--- src/rtl/adc_stream_pkg.sv ---
// adc_stream_pkg: shared types and helpers for the ADC sample packer
package adc_stream_pkg;
  localparam int WORD_W = 32;
  localparam int KEEP_W = 4;
  typedef enum logic [1:0] {IDLE, CAPTURE, DRAIN} state_t;
  typedef struct packed {
    logic              last;
    logic [KEEP_W-1:0] keep;
    logic [WORD_W-1:0] data;
  } entry_t;
  function automatic logic [WORD_W-1:0] pack_pair(input logic [15:0] s0, input logic [15:0] s1);
    return {s1, s0};
  endfunction
endpackage

--- src/rtl/stream_fifo.sv ---
// stream_fifo: first-word-fall-through FIFO with full/empty/count
module stream_fifo #(
  parameter int W     = 37,
  parameter int DEPTH = 16
) (
  input  logic                   clk,
  input  logic                   rst_n,
  input  logic                   push,
  input  logic [W-1:0]           wdata,
  input  logic                   pop,
  output logic [W-1:0]           rdata,
  output logic                   full,
  output logic                   empty,
  output logic [$clog2(DEPTH):0] count
);
  localparam int AW = $clog2(DEPTH);
  logic [W-1:0] mem [DEPTH];
  logic [AW-1:0] wr_ptr, rd_ptr;
  logic do_push, do_pop;
  assign empty   = count == '0;
  assign full    = count == DEPTH[AW:0];
  assign do_pop  = pop & ~empty;
  assign do_push = push & (~full | do_pop);
  assign rdata   = empty ? '0 : mem[rd_ptr];
  // storage is left unreset; the pointers alone decide which entries are live
  always_ff @(posedge clk)
    if (do_push) mem[wr_ptr] <= wdata;
  // pointer and occupancy bookkeeping; a pop frees room for a same-edge push
  always_ff @(posedge clk or negedge rst_n)
    if (!rst_n) begin
      wr_ptr <= '0;
      rd_ptr <= '0;
      count  <= '0;
    end else begin
      if (do_push) wr_ptr <= wr_ptr + AW'(1);
      if (do_pop) rd_ptr <= rd_ptr + AW'(1);
      count <= count + {{AW{1'b0}}, do_push} - {{AW{1'b0}}, do_pop};
    end
endmodule

--- src/rtl/adc_stream_packer.sv ---
// adc_stream_packer: packs 12-bit ADC samples two per 32-bit AXI4-Stream word
module adc_stream_packer
  import adc_stream_pkg::*;
#(
  parameter int SAMPLE_W   = 12,
  parameter int FIFO_DEPTH = 16
) (
  input  logic                i_CMOS_Clk,
  input  logic                i_Rst_n,
  input  logic                i_Start,
  output logic                o_ADC_Work,
  input  logic                i_Sample_Valid,
  input  logic [SAMPLE_W-1:0] i_Sample,
  input  logic                i_Sample_Last,
  output logic [WORD_W-1:0]   m_axis_tdata,
  output logic [KEEP_W-1:0]   m_axis_tkeep,
  output logic                m_axis_tvalid,
  input  logic                m_axis_tready,
  output logic                m_axis_tlast,
  output logic                o_Busy,
  output logic                o_Overflow
);
  localparam int CW = $clog2(FIFO_DEPTH) + 1;
  state_t state, state_nx;
  logic slot_valid, last_pending, start_ok, accept, word_gen, null_gen, pop, full, empty, drop;
  logic [SAMPLE_W-1:0] slot;
  logic [CW-1:0] count;
  entry_t word, head, wr_entry;
  assign start_ok   = state == IDLE && i_Start;
  assign accept     = state == CAPTURE && i_Sample_Valid;
  assign word_gen   = accept & (slot_valid | i_Sample_Last);
  assign null_gen   = last_pending && count < CW'(FIFO_DEPTH);
  assign pop        = m_axis_tvalid & m_axis_tready;
  assign drop       = word_gen & full & ~pop;
  assign word.last  = i_Sample_Last;
  assign word.keep  = slot_valid ? 4'hF : 4'h3;
  assign word.data  = slot_valid ? pack_pair(16'(slot), 16'(i_Sample)) : pack_pair(16'(i_Sample), 16'h0);
  assign wr_entry   = word_gen ? word : '{last: 1'b1, keep: '0, data: '0};
  assign m_axis_tvalid = ~empty;
  assign m_axis_tdata  = head.data;
  assign m_axis_tkeep  = head.keep;
  assign m_axis_tlast  = head.last;
  assign o_ADC_Work    = state == CAPTURE;
  assign o_Busy        = state != IDLE;
  stream_fifo #(.W($bits(entry_t)), .DEPTH(FIFO_DEPTH)) u_fifo (
    .clk   (i_CMOS_Clk),
    .rst_n (i_Rst_n),
    .push  (word_gen | null_gen),
    .wdata (wr_entry),
    .pop   (pop),
    .rdata (head),
    .full  (full),
    .empty (empty),
    .count (count)
  );
  // frame state register
  always_ff @(posedge i_CMOS_Clk or negedge i_Rst_n)
    if (!i_Rst_n) state <= IDLE;
    else state <= state_nx;
  // start opens a frame, the last sample closes capture, the tlast handshake ends drain
  always_comb begin
    state_nx = state;
    case (state)
      IDLE:    if (i_Start) state_nx = CAPTURE;
      CAPTURE: if (accept && i_Sample_Last) state_nx = DRAIN;
      DRAIN:   if (pop && m_axis_tlast) state_nx = IDLE;
      default: state_nx = IDLE;
    endcase
  end
  // half-word slot, sticky overflow and the pending-tlast recovery flag
  always_ff @(posedge i_CMOS_Clk or negedge i_Rst_n)
    if (!i_Rst_n) begin
      slot_valid   <= 1'b0;
      slot         <= '0;
      last_pending <= 1'b0;
      o_Overflow   <= 1'b0;
    end else begin
      if (start_ok) slot_valid <= 1'b0;
      else if (accept) slot_valid <= ~slot_valid & ~i_Sample_Last;
      if (accept && !slot_valid) slot <= i_Sample;
      if (start_ok) o_Overflow <= 1'b0;
      else if (drop) o_Overflow <= 1'b1;
      if (drop && word.last) last_pending <= 1'b1;
      else if (null_gen) last_pending <= 1'b0;
    end
endmodule

--- config.mk ---
export PLATFORM = sky130hd
export DESIGN_NAME = adc_stream_packer
export DESIGN_NICKNAME = d
export VERILOG_FILES = /design/src/rtl/adc_stream_pkg.sv /design/src/rtl/stream_fifo.sv /design/src/rtl/adc_stream_packer.sv
export SDC_FILE = /design/constraint.sdc
export NUM_CORES = 1
export LEC_CHECK = 0
export BUFFER_PORTS_ARGS = -buffer_cell sky130_fd_sc_hd__buf_2
export CAP_MARGIN = 20
export CORE_ASPECT_RATIO = 0.6
export CORE_MARGIN = 1.5
export CORE_UTILIZATION = 55
export DETAILED_ROUTE_END_ITERATION = 12
export PLACE_DENSITY = 0.72
export SLEW_MARGIN = 5
export SYNTH_ARGS = -nofsm -noshare
export SYNTH_HDL_FRONTEND = slang
export SYNTH_SLANG_ARGS = --single-unit
export TNS_END_PERCENT = 20
--- constraint.sdc ---
create_clock -name i_CMOS_Clk -period 14.16 [get_ports i_CMOS_Clk]
set_input_delay 1.416 -clock i_CMOS_Clk [delete_from_list [all_inputs] [get_ports i_CMOS_Clk]]
set_output_delay 1.416 -clock i_CMOS_Clk [all_outputs]
set_load 0.05 [all_outputs]
==> reports/results.tsv, run 1 <==
metric	value	unit
post-synthesis xor/xnor area fraction	0.00480	
Antenna Nets Post-Route	0	
# port buffers	50	
slew margin rel.	0.261	
clock latency on the worst-skew pair	0.54	ns
setup violators final	0	
initial antenna violation count	0	
post-DP HPWL	19800	µm
Seq pwr share	0.411	
r2r setup slk	10.48	ns
1st-pass router iterations	4	
Switching Share	0.343	
CP Launch Type	flop	
critical path required time	12.74	ns
Avg Cell Area, Syn	21.5	µm²
final hold slack	0.490	ns
largest family of logic cells by synthesized area	multiplexers	
total power	4230	µW
Die Footprint	34300	µm²
top-count cell post-synth	edfxtp_1	
diode count	0	
Synth Area in Compound Gates	0.0152	
commonest cells in the netlist	432 x edfxtp_1, 106 x mux4_2, 64 x mux2i_1, 30 x dfrtp_1, 27 x clkbuf_1	
worst vdd ir	0.129	mV
reg2reg end	u_fifo.mem[13][24]	
final hold viol count	0	
largest net degree at the start of global routing	72	
worst slew pin tran	1.11	ns
DR vias	8514	
minimum clock period	4.90	ns
cells after synthesis	850	
initial core utilization	0.561	
worst r2r src	state[0]	
worst hold endpoint	slot[4]	
TNS Setup	0	ns
Pins Over Slew Limit	0	
WL per Instance	27.4	µm
share of cells above drive strength 1	0.272	
clock skew	0.0222	ns
placer congestion estimate	0.746	
GRT Util Overall	0.225	
drt drc	0	
fin nets	937	
P_int	2780	µW
max cap viols	0	
share of the synthesized area in the top cell type	0.711	
worst hold start	slot[4]	
WS Path Type	reg -> out	
Crit. End Element	primary output	
CTS tree	done	
crit path DAT	3.48	ns
Post-Synthesis Cell Area	18300	µm²
post-CTS setup buffer count	0	
worst hold path cell count	1	
Max Root-Sink Buffers	3	
clk root buf	clkbuf_16	
core footprint	32500	µm²
CTS clk-pin slew, worst paths	0.06	ns
Top FF cell, synth	edfxtp_1	
post-synthesis register bit count	462	
first-pass GRT wire length	55200	µm
Synth area leaders	edfxtp_1 71%, mux4_2 13%, dfrtp_1 4.1%	
post-synthesis mux area share	0.179	
Post-synth ARST share	0.0649	
vias in the first global route	8508	
Comb pwr share	0.334	
detailed-route vias per instance	6.27	
Fmax	0.204	GHz
IO Pins	59	
post-cts hold buffer count	0	
post-layout util	0.623	
simple-gate portion of the synthesized area	0.0219	
die height	144	µm
routed wire length	37100	µm
worst min-delay path class	reg -> reg	
Synth warnings	0	
adder-cell share of the synthesized area	0.00863	
critical path peak fanout	50	
part of the Yosys area used for sequential elements	0.752	
Psw	1450	µW
synth unique cells	47	
Clock Power Share	0.255	
Leak Pwr	0.00693	µW
pwr/cell area	209	nW/µm²
CTS H-tree depth	2	
Post-synth EDFFs	432	
DR iter-0 viols	810	
post-cts gate resize count	0	
CTS Buf Count	40	
cell row count	51	
RSZ-0062 raised after global routing	no	
status	completed	
Yosys top cell by area	edfxtp_1	
cells on worst reg2reg path	4	
gr ovfl total	0	
# clock sinks	462	
die width	238	µm
final critical-path share of the clock period	0.346	
P&R area growth vs syn	11.0	%
fillers	2203	
==> metal layers <==
metal	vias up	wire [µm]	track usage
met5	-	0	0
met4	0	678	0.0536
met3	53	2150	0.0408
met2	272	17000	0.346
met1	4568	17400	0.342
li1	3621	-	-
==> cell usage in the layout (no fill, tap or decap), drive strengths merged, types with 2 or more instances in the layout <==
cell type  synthesis  routed
mux2i             64      64
bufinv             0       4
o22ai             26      26
xnor2              5       5
a211oi             2       2
nor2b              3       3
and3              12      12
dfrtp             30      30
clkinvlp           0       3
nor4b              2       2
xor2               5       5
mux2              14      14
and4b              9       9
inv               16      16
nor2              16      16
nand2              4       4
and2               2       2
nor4bb             3       3
clkinv             0      13
conb               1       8
mux4             109     109
ha                11      11
nand2b             2       2
o21ai              2       2
buf               31      64
edfxtp           432     432
and4               4       4
clkbuf            27      51
a21oi              5       5
==> flip-flops by register name (all words and copies together) (netlist names) <==
signal	cells
last_pending	1
o_Overflow	1
slot	12
slot_valid	1
state	2
u_fifo.count	5
u_fifo.mem	432
u_fifo.rd_ptr	4
u_fifo.wr_ptr	4
==> through the flow <==
step	area [µm²]	setup slack [ns]	instances
after floorplan	18300	8.53	857
after global placement	18900	9.47	1284
after detailed placement	18900	9.48	1284
after CTS	20200	9.19	1353
after global routing	20300	9.05	1358
final	20300	9.26	1358
==> logic make-up (layout without fill, tap and decap cells) <==
group | after synthesis | after routing
simple gates | 62 | 62
compound gates | 42 | 42
xor+xnor | 10 | 10
flops | 462 | 462
buf+inv | 74 | 151
fa+ha+maj | 12 | 12
other cells | 1 | 8
mux | 187 | 187
==> worst max-delay path, cell delays in order, from the launching register on <==
cell	delay (ns)
dfrtp_4	0.77
buf_4	0.85
mux4_2	0.59
mux2i_1	0.27
o22ai_1	0.14
buf_2	0.24
==> area by class of cell <==
type,count,area (µm²),area share
sequential,462,13700,0.678
clock inverter,20,199,0.00982
multi-input combinational,321,4280,0.211
timing repair buffer,66,383,0.0189
tap,424,531,0.0262
clock buffer,49,1080,0.0531
inverter,16,60.1,0.00296
==> power by group through the flow <==
stage,registers (µW),logic (µW),clock network [µW]
floorplan,1680,1170,0
global placement,1770,1410,0
detailed placement,1770,1420,0
CTS,1750,1420,1100
global route,1760,1510,1150
finish,1740,1410,1080
==> how the worst max path moves through the flow <==
stage | cells after the start | start | end | slack [ns]
floorplan | 6 | i_Sample_Valid | u_fifo.mem[3][0] | 8.53
global placement | 5 | i_Sample_Valid | u_fifo.mem[14][16] | 9.47
detailed placement | 5 | i_Sample_Valid | u_fifo.mem[13][27] | 9.48
CTS | 5 | u_fifo.rd_ptr[0] | m_axis_tdata[8] | 9.19
global route | 5 | u_fifo.rd_ptr[0] | m_axis_tdata[10] | 9.05
finish | 5 | u_fifo.rd_ptr[0] | m_axis_tdata[8] | 9.26
No activity file was read; power rests on OpenSTA's default activity.
==> inputs of run 2 (changes only) <==
--- a/config.mk
+++ b/config.mk
@@ -11,7 +11,7 @@
 export CORE_MARGIN = 1.5
 export CORE_UTILIZATION = 55
 export DETAILED_ROUTE_END_ITERATION = 12
-export PLACE_DENSITY = 0.72
+export PLACE_DENSITY = 0.75
 export SLEW_MARGIN = 5
 export SYNTH_ARGS = -nofsm -noshare
 export SYNTH_HDL_FRONTEND = slang
==> constraint.sdc (replaced) <==
create_clock -name i_CMOS_Clk -period 4.45 [get_ports i_CMOS_Clk]
set_input_delay 0.445 -clock i_CMOS_Clk [delete_from_list [all_inputs] [get_ports i_CMOS_Clk]]
set_output_delay 0.445 -clock i_CMOS_Clk [all_outputs]
set_load 0.05 [all_outputs]
==> reports/results.tsv, run 2 (same netlist as run 1, synthesis figures left out) <==
metric	value	unit
# clock sinks	462	
Max Root-Sink Buffers	3	
DR vias	8557	
commonest non-fill, non-tap cell in the layout	edfxtp_1	
crit path cell chain	inv_1 > ha_1 > nor4b_1 > or2_1 > buf_4 > o22ai_1 > buf_2	
placed cells	1290	
vias in the first global route	8414	
commonest cells after routing, fill and taps aside	432 x edfxtp_1, 106 x mux4_2, 64 x mux2i_1	
Psw	4810	µW
initial core utilization	0.561	
clock skew	0.00989	ns
critical path peak fanout	11	
slew margin rel.	0.382	
worst min-delay path class	in -> reg	
status	completed	
cell depth of the worst setup path	7	
RSZ-0062 raised after global routing	no	
cells on worst reg2reg path	4	
detailed-route vias per instance	6.24	
Fmax	0.284	GHz
P&R area growth vs syn	11.2	%
Largest regs	u_fifo.mem x432, slot x12, u_fifo.count x5	
largest net degree at the start of global routing	49	
core footprint	32500	µm²
WL per Instance	28.1	µm
pwr/cell area	667	nW/µm²
cell area after layout	20300	µm²
# port buffers	50	
crit path DAT	3.08	ns
clk root buf	clkbuf_16	
final critical-path share of the clock period	0.792	
die width	238	µm
WP buf/inv	3	
die height	144	µm
placer congestion estimate	0.773	
Die Footprint	34300	µm²
post-DP HPWL	22800	µm
CTS clk-pin slew, worst paths	0.07	ns
Crit. End Element	primary output	
clock latency on the worst-skew pair	0.54	ns
Leak Pwr	0.00696	µW
CTS H-tree depth	2	
critical path required time	4.01	ns
CP Launch Type	flop	
Comb pwr share	0.347	
Antenna Nets Post-Route	0	
initial antenna violation count	0	
cell row count	51	
CTS Buf Count	41	
Clock Power Share	0.239	
diode count	0	
gr ovfl total	0	
non-filler cells, final	1371	
worst hold path cell count	2	
worst slew pin tran	0.924	ns
first-pass GRT wire length	56600	µm
Largest register FFs	432	
DP Area	19000	µm²
drt drc	0	
minimum clock period	3.52	ns
DR iter-0 viols	904	
max cap viols	0	
routed wire length	38500	µm
post-cts hold buffer count	1	
GRT Util Overall	0.232	
most flop-heavy register	u_fifo.mem	
fin nets	949	
WS Path Type	reg -> out	
Pins Over Slew Limit	0	
critical path's slowest cell	or2_1	
post-cts gate resize count	0	
worst vdd ir	0.396	mV
Switching Share	0.355	
final hold viol count	0	
final hold slack	0.117	ns
1st-pass router iterations	5	
share of cells above drive strength 1	0.270	
IO Pins	59	
Largest delay share family, worst path	simple AND/OR/NAND/NOR gates	
CP peak stage delay	0.73	ns
Seq pwr share	0.414	
P_int	8730	µW
post-CTS setup buffer count	0	
setup violators final	0	
CTS tree	done	
run 2: final cells by class:
class	instances	area, µm²
Clock buffer	51	1060
Sequential cell	462	13700
Inverter	16	60.1
Clock inverter	20	111
Tap cell	424	531
Fill cell	2186	12200
Timing Repair Buffer	77	517
Multi-Input combinational cell	321	4290
run 2: power groups by stage:
stage	logic [µW]	clock network (µW)	registers, µW
final	4700	3230	5610
after global routing	4970	3440	5660
after CTS	4730	3280	5620
after detailed placement	4720	0	5700
after global placement	4650	0	5690
after floorplan	3740	0	5350
run 2: metal layers:
metal,routed length [µm],GRT usage,part of all wire,vias to the layer above
li1,-,-,-,3636
met1,17000,0.343,0.44,4520
met2,18000,0.360,0.47,341
met3,2380,0.0386,0.062,60
met4,1080,0.0779,0.028,0
met5,0,0,0,-
run 2: worst paths after layout:
| kind | start | endpoint | slack [ns] |
|---|---|---|---|
| max | u_fifo.count[2] | m_axis_tdata[19] | 0.93 |
| min | i_Start | o_Overflow | 0.12 |
| max reg2reg | state[1] | u_fifo.mem[7][10] | 1.09 |
| min reg2reg | slot[3] | slot[3] | 0.49 |
| max in group asynchronous | i_Rst_n | u_fifo.rd_ptr[0] | 3.46 |
| min in group asynchronous | i_Rst_n | slot[9] | 0.48 |
run 2: stage by stage:
step / util / TNS [ns] / worst slack (ns) / total power, µW
2_1_floorplan: - / -1.89 / -0.0699 / 9090
3_3_place_gp: 0.585 / 0 / 1.21 / 10300
3_5_place_dp: 0.585 / 0 / 1.09 / 10400
4_1_cts: 0.622 / 0 / 0.915 / 13600
5_1_grt: 0.624 / 0 / 0.712 / 14100
6_report: 0.624 / 0 / 0.926 / 13500
run 2: worst register-to-register path, cell delays in order, from the launching register on:
cell and delay [ns]:
dfrtp_1 0.42, and3b_1 0.56, o21ai_2 0.34, a21oi_2 0.73, and4b_2 0.92
==> inputs of run 3 (changes only) <==
==> constraint.sdc (replaced) <==
create_clock -name i_CMOS_Clk -period 3.2 [get_ports i_CMOS_Clk]
set_input_delay 0.32 -clock i_CMOS_Clk [delete_from_list [all_inputs] [get_ports i_CMOS_Clk]]
set_output_delay 0.32 -clock i_CMOS_Clk [all_outputs]
set_load 0.05 [all_outputs]
==> reports/results.tsv, run 3 (same netlist as run 1, synthesis figures left out) <==
metric	value	unit
status	completed	
DR iter-0 viols	973	
final hold viol count	0	
fin nets	974	
clk root buf	clkbuf_16	
detailed-route vias per instance	6.28	
critical path required time	2.88	ns
Die Footprint	34300	µm²
initial core utilization	0.561	
worst slew pin tran	1.01	ns
clock latency on the worst-skew pair	0.54	ns
non-filler cells, final	1395	
cell area after layout	20700	µm²
CP Launch Type	flop	
GRT Util Overall	0.236	
commonest non-fill, non-tap cell in the layout	edfxtp_1	
P&R area growth vs syn	13.3	%
crit path DAT	2.66	ns
final critical-path share of the clock period	0.932	
critical path peak fanout	8	
die width	238	µm
minimum clock period	2.98	ns
TNS Setup	0	ns
commonest cells after routing, fill and taps aside	432 x edfxtp_1, 106 x mux4_2, 64 x mux2i_1	
Top Layer Used	met4	
DR vias	8754	
r2r setup slk	0.50	ns
placer congestion estimate	0.782	
fillers	2150	
gr ovfl total	0	
clock skew	0.0124	ns
setup violators final	0	
Largest regs	u_fifo.mem x432, slot x12, u_fifo.count x5	
drt drc	0	
# clock sinks	462	
wire length on met3	3020	µm
core footprint	32500	µm²
initial antenna violation count	0	
WL per Instance	28.0	µm
slew margin rel.	0.321	
largest net degree at the start of global routing	41	
max cap viols	0	
CTS tree	done	
IO Pins	59	
post-DP HPWL	22500	µm
share of cells above drive strength 1	0.296	
worst vdd ir	0.872	mV
Pins Over Slew Limit	0	
WL met2	18700	µm
Antenna Nets Post-Route	0	
vias in the first global route	8763	
routed wire length	39100	µm
# port buffers	50	
CTS Buf Count	40	
1st-pass router iterations	5	
Fmax	0.335	GHz
DP Area	19300	µm²
Largest register FFs	432	
placed cells	1319	
RSZ-0062 raised after global routing	no	
Max Root-Sink Buffers	3	
CTS H-tree depth	2	
CTS clk-pin slew, worst paths	0.07	ns
Leak Pwr	0.00716	µW
cell row count	51	
Crit. End Element	primary output	
most flop-heavy register	u_fifo.mem	
pwr/cell area	921	nW/µm²
total power	19000	µW
WS Path Type	reg -> out	
worst min-delay path class	in -> reg	
DRT met1 WL	16800	µm
first-pass GRT wire length	57400	µm
die height	144	µm
diode count	0	
run 3: cell types whose count changed in the layout (fill, tap and decap cells not counted), moves of 2 or more:
cell / change
bufinv_16: +3
clkinv_1: -6
buf_12: +7
clkbuf_8: +2
buf_4: +18
buf_6: -2
run 3: what timing repair did:
item,in CTS,in global routing
setup buffers,1,0
hold buffers,2,0
setup endpoints to repair,9,16
endpoints found under the hold margin,31,0
gates resized for setup,0,2
run 3: stage by stage:
step           setup slack (ns)  hold WS [ns]   util
6_report                  0.219        0.0288  0.636
5_1_grt                   0.132        0.0222  0.636
4_1_cts                  0.0676       0.00969  0.634
3_5_place_dp              0.337         0.428  0.594
3_3_place_gp              0.473         0.432  0.594
2_1_floorplan           -0.0784        0.0244      -
run 3: cell type report:
| class | count | area [µm²] | share of cell area |
|---|---|---|---|
| Clock inverter | 19 | 195 | 0.00944 |
| Sequential cell | 462 | 13700 | 0.664 |
| Timing Repair Buffer | 103 | 807 | 0.0390 |
| Clock buffer | 50 | 1060 | 0.0512 |
| Multi-Input combinational cell | 321 | 4300 | 0.208 |
| Inverter | 16 | 60.1 | 0.00290 |
| Tap cell | 424 | 531 | 0.0256 |
run 3: worst max-delay path, stage by stage, from the launching register on:
cell and delay [ns]:
dfrtp_1 0.57, mux4_1 0.63, mux4_2 0.54, and2_1 0.18
buf_2 0.20
run 3: final timing paths:
check                            startpoint                to  cells past startpoint
min                             i_Sample[3]           slot[3]                      2
min reg2reg                         slot[9]           slot[9]                      1
max in group asynchronous           i_Rst_n  u_fifo.rd_ptr[1]                      2
min in group asynchronous           i_Rst_n           slot[8]                      2
max reg2reg                 u_fifo.count[3]   u_fifo.count[4]                     14
max                        u_fifo.rd_ptr[2]      m_axis_tlast                      4
run 3: power by group:
group	switching, µW	total, µW	internal, µW
Sequential	449	7640	7190
Clock	2050	4720	2670
Combinational	4080	6690	2600
run 3: per-layer routing:
layer / up-vias / GRT usage
met4: 0 / 0.0540
met1: 4655 / 0.347
met2: 363 / 0.369
met5: - / 0
met3: 40 / 0.0494
li1: 3696 / -
